[src/rtl/zion_basic_circuit_lib_shared_reg_arb.sv]
// Round-robin write arbiter with an integrated shared register.
// Requesters load data or clear the register, and may lock ownership across writes.
module zion_basic_circuit_lib_shared_reg_arb #(
    parameter int              NUM_REQ  = 4,
    parameter int              WIDTH    = 8,
    parameter logic [WIDTH-1:0] INI_DATA = '0
) (
    input  logic                       clk,
    input  logic                       rst,
    input  logic                       iClr,
    input  logic [NUM_REQ-1:0]         iReqVld,
    input  logic [NUM_REQ-1:0]         iReqClr,
    input  logic [NUM_REQ-1:0]         iReqLock,
    input  logic [NUM_REQ*WIDTH-1:0]   iReqDat,
    output logic [NUM_REQ-1:0]         oGnt,
    output logic [WIDTH-1:0]           oDat,
    output logic                       oUpdVld,
    output logic [$clog2(NUM_REQ)-1:0] oOwner
);

    localparam int IDXW = (NUM_REQ > 1) ? $clog2(NUM_REQ) : 1;

    localparam logic [0:0] ST_ARB  = 1'b0;
    localparam logic [0:0] ST_LOCK = 1'b1;

    generate
        if (NUM_REQ < 2) begin : gNumReqCheck
            $error("zion_basic_circuit_lib_shared_reg_arb: NUM_REQ must be at least 2");
        end
    endgenerate

    logic [0:0]           stateR;
    logic [IDXW-1:0]      ptrR;
    logic [2*NUM_REQ-1:0] dblS;
    logic [IDXW-1:0]      offS;
    logic [IDXW:0]        sumS;
    logic [IDXW-1:0]      winIdxS;
    logic [IDXW-1:0]      xferIdxS;
    logic [NUM_REQ-1:0]   gntS;
    logic                 xferS;
    logic [WIDTH-1:0]     datS;

    // Round-robin search: rotate requests so ptr sits at bit 0, take the lowest set bit.
    always_comb begin
        dblS = {iReqVld, iReqVld} >> ptrR;
        offS = '0;
        for (int k = NUM_REQ - 1; k >= 0; k--) begin
            offS = dblS[k] ? IDXW'(k) : offS;
        end
        sumS    = {1'b0, ptrR} + {1'b0, offS};
        winIdxS = (sumS >= (IDXW + 1)'(NUM_REQ)) ? IDXW'(sumS - (IDXW + 1)'(NUM_REQ))
                                                 : sumS[IDXW-1:0];
    end

    // Grant decode; while locked oOwner is the lock holder, since entering LOCK
    // always comes with a transfer that loads oOwner.
    always_comb begin
        gntS     = '0;
        xferIdxS = winIdxS;
        if (iClr) begin
            gntS = '0;
        end else if (stateR == ST_LOCK) begin
            xferIdxS       = oOwner;
            gntS[oOwner]   = iReqVld[oOwner];
        end else if (|iReqVld) begin
            gntS[winIdxS]  = 1'b1;
        end else begin
            gntS = '0;
        end
        xferS = |(gntS & iReqVld);
        datS  = iReqClr[xferIdxS] ? INI_DATA : iReqDat[xferIdxS*WIDTH +: WIDTH];
    end

    assign oGnt = gntS;

    // Register, pointer, owner and lock state update.
    always_ff @(posedge clk) begin
        if (rst) begin
            stateR  <= ST_ARB;
            ptrR    <= '0;
            oDat    <= INI_DATA;
            oUpdVld <= 1'b0;
            oOwner  <= '0;
        end else if (iClr) begin
            stateR  <= ST_ARB;
            oDat    <= INI_DATA;
            oUpdVld <= 1'b0;
        end else if (xferS) begin
            oDat    <= datS;
            oUpdVld <= 1'b1;
            oOwner  <= xferIdxS;
            ptrR    <= (xferIdxS == IDXW'(NUM_REQ - 1)) ? '0 : xferIdxS + IDXW'(1);
            stateR  <= iReqLock[xferIdxS] ? ST_LOCK : ST_ARB;
        end else begin
            oUpdVld <= 1'b0;
            // Owner idle with lock dropped releases the lock without a transfer.
            if (stateR == ST_LOCK && !iReqLock[oOwner]) begin
                stateR <= ST_ARB;
            end else begin
                stateR <= stateR;
            end
        end
    end

endmodule

[config.mk]
export PLATFORM = sky130hd
export DESIGN_NAME = zion_basic_circuit_lib_shared_reg_arb
export DESIGN_NICKNAME = d
export VERILOG_FILES = /design/src/rtl/zion_basic_circuit_lib_shared_reg_arb.sv
export SDC_FILE = /design/constraint.sdc
export NUM_CORES = 1
export LEC_CHECK = 0
export ABC_AREA = 1
export ABC_CLOCK_PERIOD_IN_PS = 3200
export BUFFER_PORTS_ARGS = -buffer_cell sky130_fd_sc_hd__buf_2
export CAP_MARGIN = 5
export CORE_MARGIN = 2
export CORE_UTILIZATION = 35
export CTS_BUF_LIST = sky130_fd_sc_hd__clkbuf_8
export CTS_CLUSTER_DIAMETER = 60
export DETAILED_ROUTE_END_ITERATION = 6
export GPL_TIMING_DRIVEN = 0
export PLACE_DENSITY_LB_ADDON = 0.3
export SLEW_MARGIN = 10
export SYNTH_ARGS = -nofsm -noshare
export SYNTH_HDL_FRONTEND = slang
export SYNTH_SLANG_ARGS = --single-unit
export TNS_END_PERCENT = 10
[constraint.sdc]
create_clock -name clk -period 3.2 [get_ports clk]
set_clock_uncertainty 0.05 [all_clocks]
set_input_delay 0.64 -clock clk [delete_from_list [all_inputs] [get_ports clk]]
set_output_delay 0.64 -clock clk [all_outputs]
set_load 0.02 [all_outputs]
# After elaboration in Yosys (flattened, before gate mapping)
# Cells that the tools add are included.
[totals] wordCells=57 output_inout_bits=15 register_bits=14 input_bits=47
[classes] mux=28 reduce_logical=9 bitwise_logic=3 eq_ne=1 order_cmp=6 shift=2 addsub=3
[ops] operator="32-bit by 6-bit variable part select with 8-bit output" count=1
[ops] operator="2-bit two-way mux" count=8
[ops] operator="4-bit two-way mux" count=3
[ops] operator="1-bit two-way mux" count=10
[ops] operator="2-bit by 3-bit < comparator with 1-bit output (second input constant)" count=3
[ops] operator="4-bit AND" count=2
[ops] operator="1-bit binary-select mux with 2-bit select" count=4
[ops] operator="8-bit two-way mux" count=1
[ops] operator="4-bit OR reduction" count=2
[ops] operator="8-bit by 2-bit >> shifter with 4-bit output" count=1
[ops] operator="1-bit demux with 2-bit select" count=2
[ops] operator="2-bit by 1-bit >= comparator with 1-bit output (second input constant)" count=2
[ops] operator="2-bit by 2-bit adder with 3-bit output" count=1
[ops] operator="3-bit >= comparator (second input constant)" count=1
[ops] operator="1-bit logical AND" count=3
[ops] operator="2-bit by 1-bit adder with 2-bit output (second input constant)" count=1
[ops] operator="2-bit equality test (second input constant)" count=1
[ops] operator="2-bit AND reduction" count=1
[ops] operator="2-bit nonzero test" count=1
[ops] operator="2-bit OR reduction" count=1
[ops] operator="2-bit by 1-bit subtractor with 2-bit output (second input constant)" count=1
[ops] operator="1-bit zero test" count=1
[ops] operator="1-bit inverter" count=1

# Logic depth before layout (Yosys ltp)
[logic_depth] ltp_word=18 mapped_depth=19 mapped_depth_nobuf=18

# Least setup slack after synthesis
# No wires, ideal clock.
[synth_timing] kind="input port to output port" startpoint="input port iReqVld[1]" endpoint="output port oGnt[0]" t_arrival_ns=2.219 slack_ns=0.291 t_required_ns=2.510 path_stages=11 n_path_buf=0 cell_sequence="nand2_1 -> nand3_1 -> nand2_2 -> nand3_1 -> a21boi_0 -> ha_1 -> xor2_1 -> inv_1 -> nand3_2 -> nand3_1 -> a21boi_0"
[synth_via] elab_chain_cells=15 word_cells_on_any_way=21 cone_classes="add/sub: 2; order compare: 3; shift: 1; mux: 12; bitwise: 1; reduce/logical: 2"
[synth_rtl] item="from (decl)" line="11" rtl="input logic [NUM_REQ-1:0] iReqVld,"
[synth_rtl] item="8-bit by 2-bit >> shifter with 4-bit output" line="45" rtl="dblS = {iReqVld, iReqVld} >> ptrR;"
[synth_rtl] item="2-bit two-way mux (4 in series)" line="48" rtl="offS = dblS[k] ? IDXW'(k) : offS;"
[synth_rtl] item="2-bit by 2-bit adder with 3-bit output" line="50" rtl="sumS = {1'b0, ptrR} + {1'b0, offS};"
[synth_rtl] item="3-bit >= comparator / 2-bit by 1-bit subtractor with 2-bit output (equally long branches)" line="51" rtl="winIdxS = (sumS >= (IDXW + 1)'(NUM_REQ)) ? IDXW'(sumS - (IDXW + 1)'(NUM_REQ))"
[synth_rtl] item="2-bit two-way mux" line="51"
[synth_rtl] item="2-bit by 3-bit < comparator with 1-bit output (implied by the code) / 2-bit by 1-bit >= comparator with 1-bit output (equally long branches)" line="66" rtl="gntS[winIdxS] = 1'b1;"
[synth_rtl] item="1-bit logical AND (implied by the code)" line="66"
[synth_rtl] item="1-bit two-way mux (implied by the code)" line="66"
[synth_rtl] item="1-bit demux with 2-bit select" line="66"
[synth_rtl] item="4-bit two-way mux" line="65" rtl="end else if (|iReqVld) begin"
[synth_rtl] item="4-bit two-way mux (*)" line="62" rtl="end else if (stateR == ST_LOCK) begin"
[synth_rtl] item="4-bit two-way mux (*)" line="60" rtl="if (iClr) begin"
[synth_rtl] item="to (decl)" line="15" rtl="output logic [NUM_REQ-1:0] oGnt,"
# Mark *: on every way between the ends. The rest lies on a longest branch, timed or not. The select of a mux whose other input is x is not followed.

# Worst setup path after layout
[layout_timing] startpoint="input port iReqVld[0]" endpoint="output port oGnt[3]"
# Same word-level chain as after synthesis.

==> out/results.txt <==
status: finished, final reports clean
Max FO, Critical Path: 5
fin crit share: 93.72%
DRT antenna net count: 0
fraction of layout cells with a size suffix above 1: 34.89%
pre-CTS WS: 123.7 ps
DRT Pass-1 Iters: 6
final core utilization: 50.00%
synthesis-stage register bit count: 14
Fin. Hold Viols: 0
Fin Hold WS: 423.4 ps
clk_lat worst skew: 250 ps
IO buf count: 61
post-route DRC violation count: 0
post-DP HPWL: 2944 microns
Yosys Warn Count: 0
CTS tree: yes
die height: 64.45 microns
Top Layer Used: met4
Syn Area/Cell: 6.003 sq um
Post-Syn Area: 1279 sq um
commonest cells after routing, fill and taps aside: buf_2, nand2_1, nand3_1
Max clock buf depth: 2
slew of the pin with the lowest slew margin: 363.6 ps
Finished Layout Cells: 324
Critical Path RT: 2510 ps
postcts setup bufs: 0
nets: 327
core box area: 3416 sq um
min Tclk post-route: 2999 ps
DIE WIDTH: 64.45 microns
Max stage delay on crit path: 220 ps
Iter 0 DRT Violations: 60
CP Class: in2out
# rows: 21
CP Data Arrival Time: 2310 ps
Post-Syn Nets: 261
CTS Buf Count: 3
first-pass GRT wire length: 5934 microns
dpl cell area: 1642 sq um
Ant. Diodes: 0
Netlist cell types: 29
initial antenna violation count: 0
Critical-path top delay cell: ha_2
final wirelength: 3673 microns
Die ar.: 4153 sq um
CTS root buffer: clkbuf_8
total gr overflow: 0
num ports: 62
largest net degree at the start of global routing: 11
Startpoint Class: input pin
Slew Viols, Final: 0
Max Cap Viol: 0
met2 wire len: 1649 microns
gr usage total: 17.51%
H-tree levels: 1
routed len/inst: 11.34 microns
starting density of the core: 37.44%
leakage power: 0.0008692 uW
Via Count: 1,592
Sink Count: 14
most common cell after layout, fill and taps aside: buf_2
post-synth top area share: 21.92%
Final Cell Area: 1708 sq um
metal3 WL: 213 microns
cell taking the most area after synthesis: dfxtp_1
vias per inst: 4.914
slew margin rel.: 75.74%
worst setup margin: 201.0 ps
Cells after DPL: 320
area grow syn2layout: 33.56%
synthesized instance count: 213
Crit. End Element: output pin
CTS clk-pin slew, worst paths: 60 ps
Worst Hold Class: reg2reg
global placement routability congestion: 0.8769
fmax: 0.3334 GHz
power per cell area: 1242 nW/um^2
top area cells in the synthesized netlist: dfxtp_1, nand2_1, nand3_1, a21oi_1, o21ai_0
worst path cell trace: buf_2 -> nand2_1 -> nand3_1 -> nand2_2 -> nand3_1 -> a21boi_1 -> ha_2 -> xor2_2 -> inv_1 -> nand3_2 -> nand2_2 -> nand2_1 -> a21boi_0 -> buf_2
peak supply drop: 627.8 uV
wire length on met1: 1790 microns
vias in the first global route: 1,364
Setup Viol. Count Final: 0
sequential fraction of the synthesis area: 21.92%
[final timing paths]
check / start / slack (ps) / end / cells after the start
worst max-delay path: iReqVld[0] / 200 / oGnt[3] / 14
worst min-delay path: oDat[3] / 420 / oDat[3] / 2
worst max register to register: ptrR[0] / 590 / oDat[6] / 17
worst min register to register: oDat[3] / 420 / oDat[3] / 2
[per-stage QoR]
stage,TNS [ps],power (uW)
after global routing,-18.74,2348
after global placement,0,1913
after detailed placement,0,1927
final,0,2121
after CTS,0,2109
after floorplan,0,1549
[state kept, by name, summed over array words and instances, names as in the netlist]
signal and count:
oOwner 2, stateR 1, oDat 8, oUpdVld 1, ptrR 2
[critical path: cells and delay by family]
| family | cells | cell delay, ps |
|---|---|---|
| simple gates | 7 | 650 |
| buf+inv | 3 | 410 |
| compound gates | 2 | 320 |
| xor+xnor | 1 | 70 |
| fa+ha+maj | 1 | 220 |
[final cells by class]
type	instances	area (sq um)
well taps	46	57.56
repair buffers	61	305.3
clock buffers	4	55.05
plain buffers	6	41.29
inverters	18	68.82
fillers	378	1708
multi-input cells	175	898.4
flip-flops and latches	14	281.5
[repair_timing]
action | CTS | global route
hold endpoints to repair | 0 | 0
hold buffers | 0 | 0
endpoints found under the setup margin | 0 | 3
resized for setup | 0 | 4
[power breakdown]
group / switching, uW / internal, uW / leakage, uW
sequential: 61.4 / 234 / 0.000114
clock: 67.8 / 109 / 0.0000288
combinational: 1070 / 575 / 0.000726
total: 1200 / 919 / 0.000869
[cell usage after synthesis (all sizes together)]
library cell and n:
o21ai 25, nor2 13, nand3 33, ha 1, o211ai 1, a21oi 20, dfxtp 14, nand2 70
a21boi 4, buf 6, o31ai 1, inv 17, nor3 4, xor2 1, or2 1, clkinv 1
o2111ai 1
[layer usage]
layer  vias to the layer above  track usage, %
li1                        845               -
met5                         -               0
met2                        48           28.13
met1                       697           24.52
met3                         2           1.910
met4                         0           5.585
[cell families after synthesis]
kind of cell,Yosys count,share of synthesized area [%]
xor gates and xnor gates,1,0.6851
AOI/OAI and AO/OA,52,23.58
adders and majority gates,1,0.9783
buffers and inverters,24,8.609
DFF,14,21.92
and+or+nand+nor,121,44.23
(Power assumes the default switching activity.)
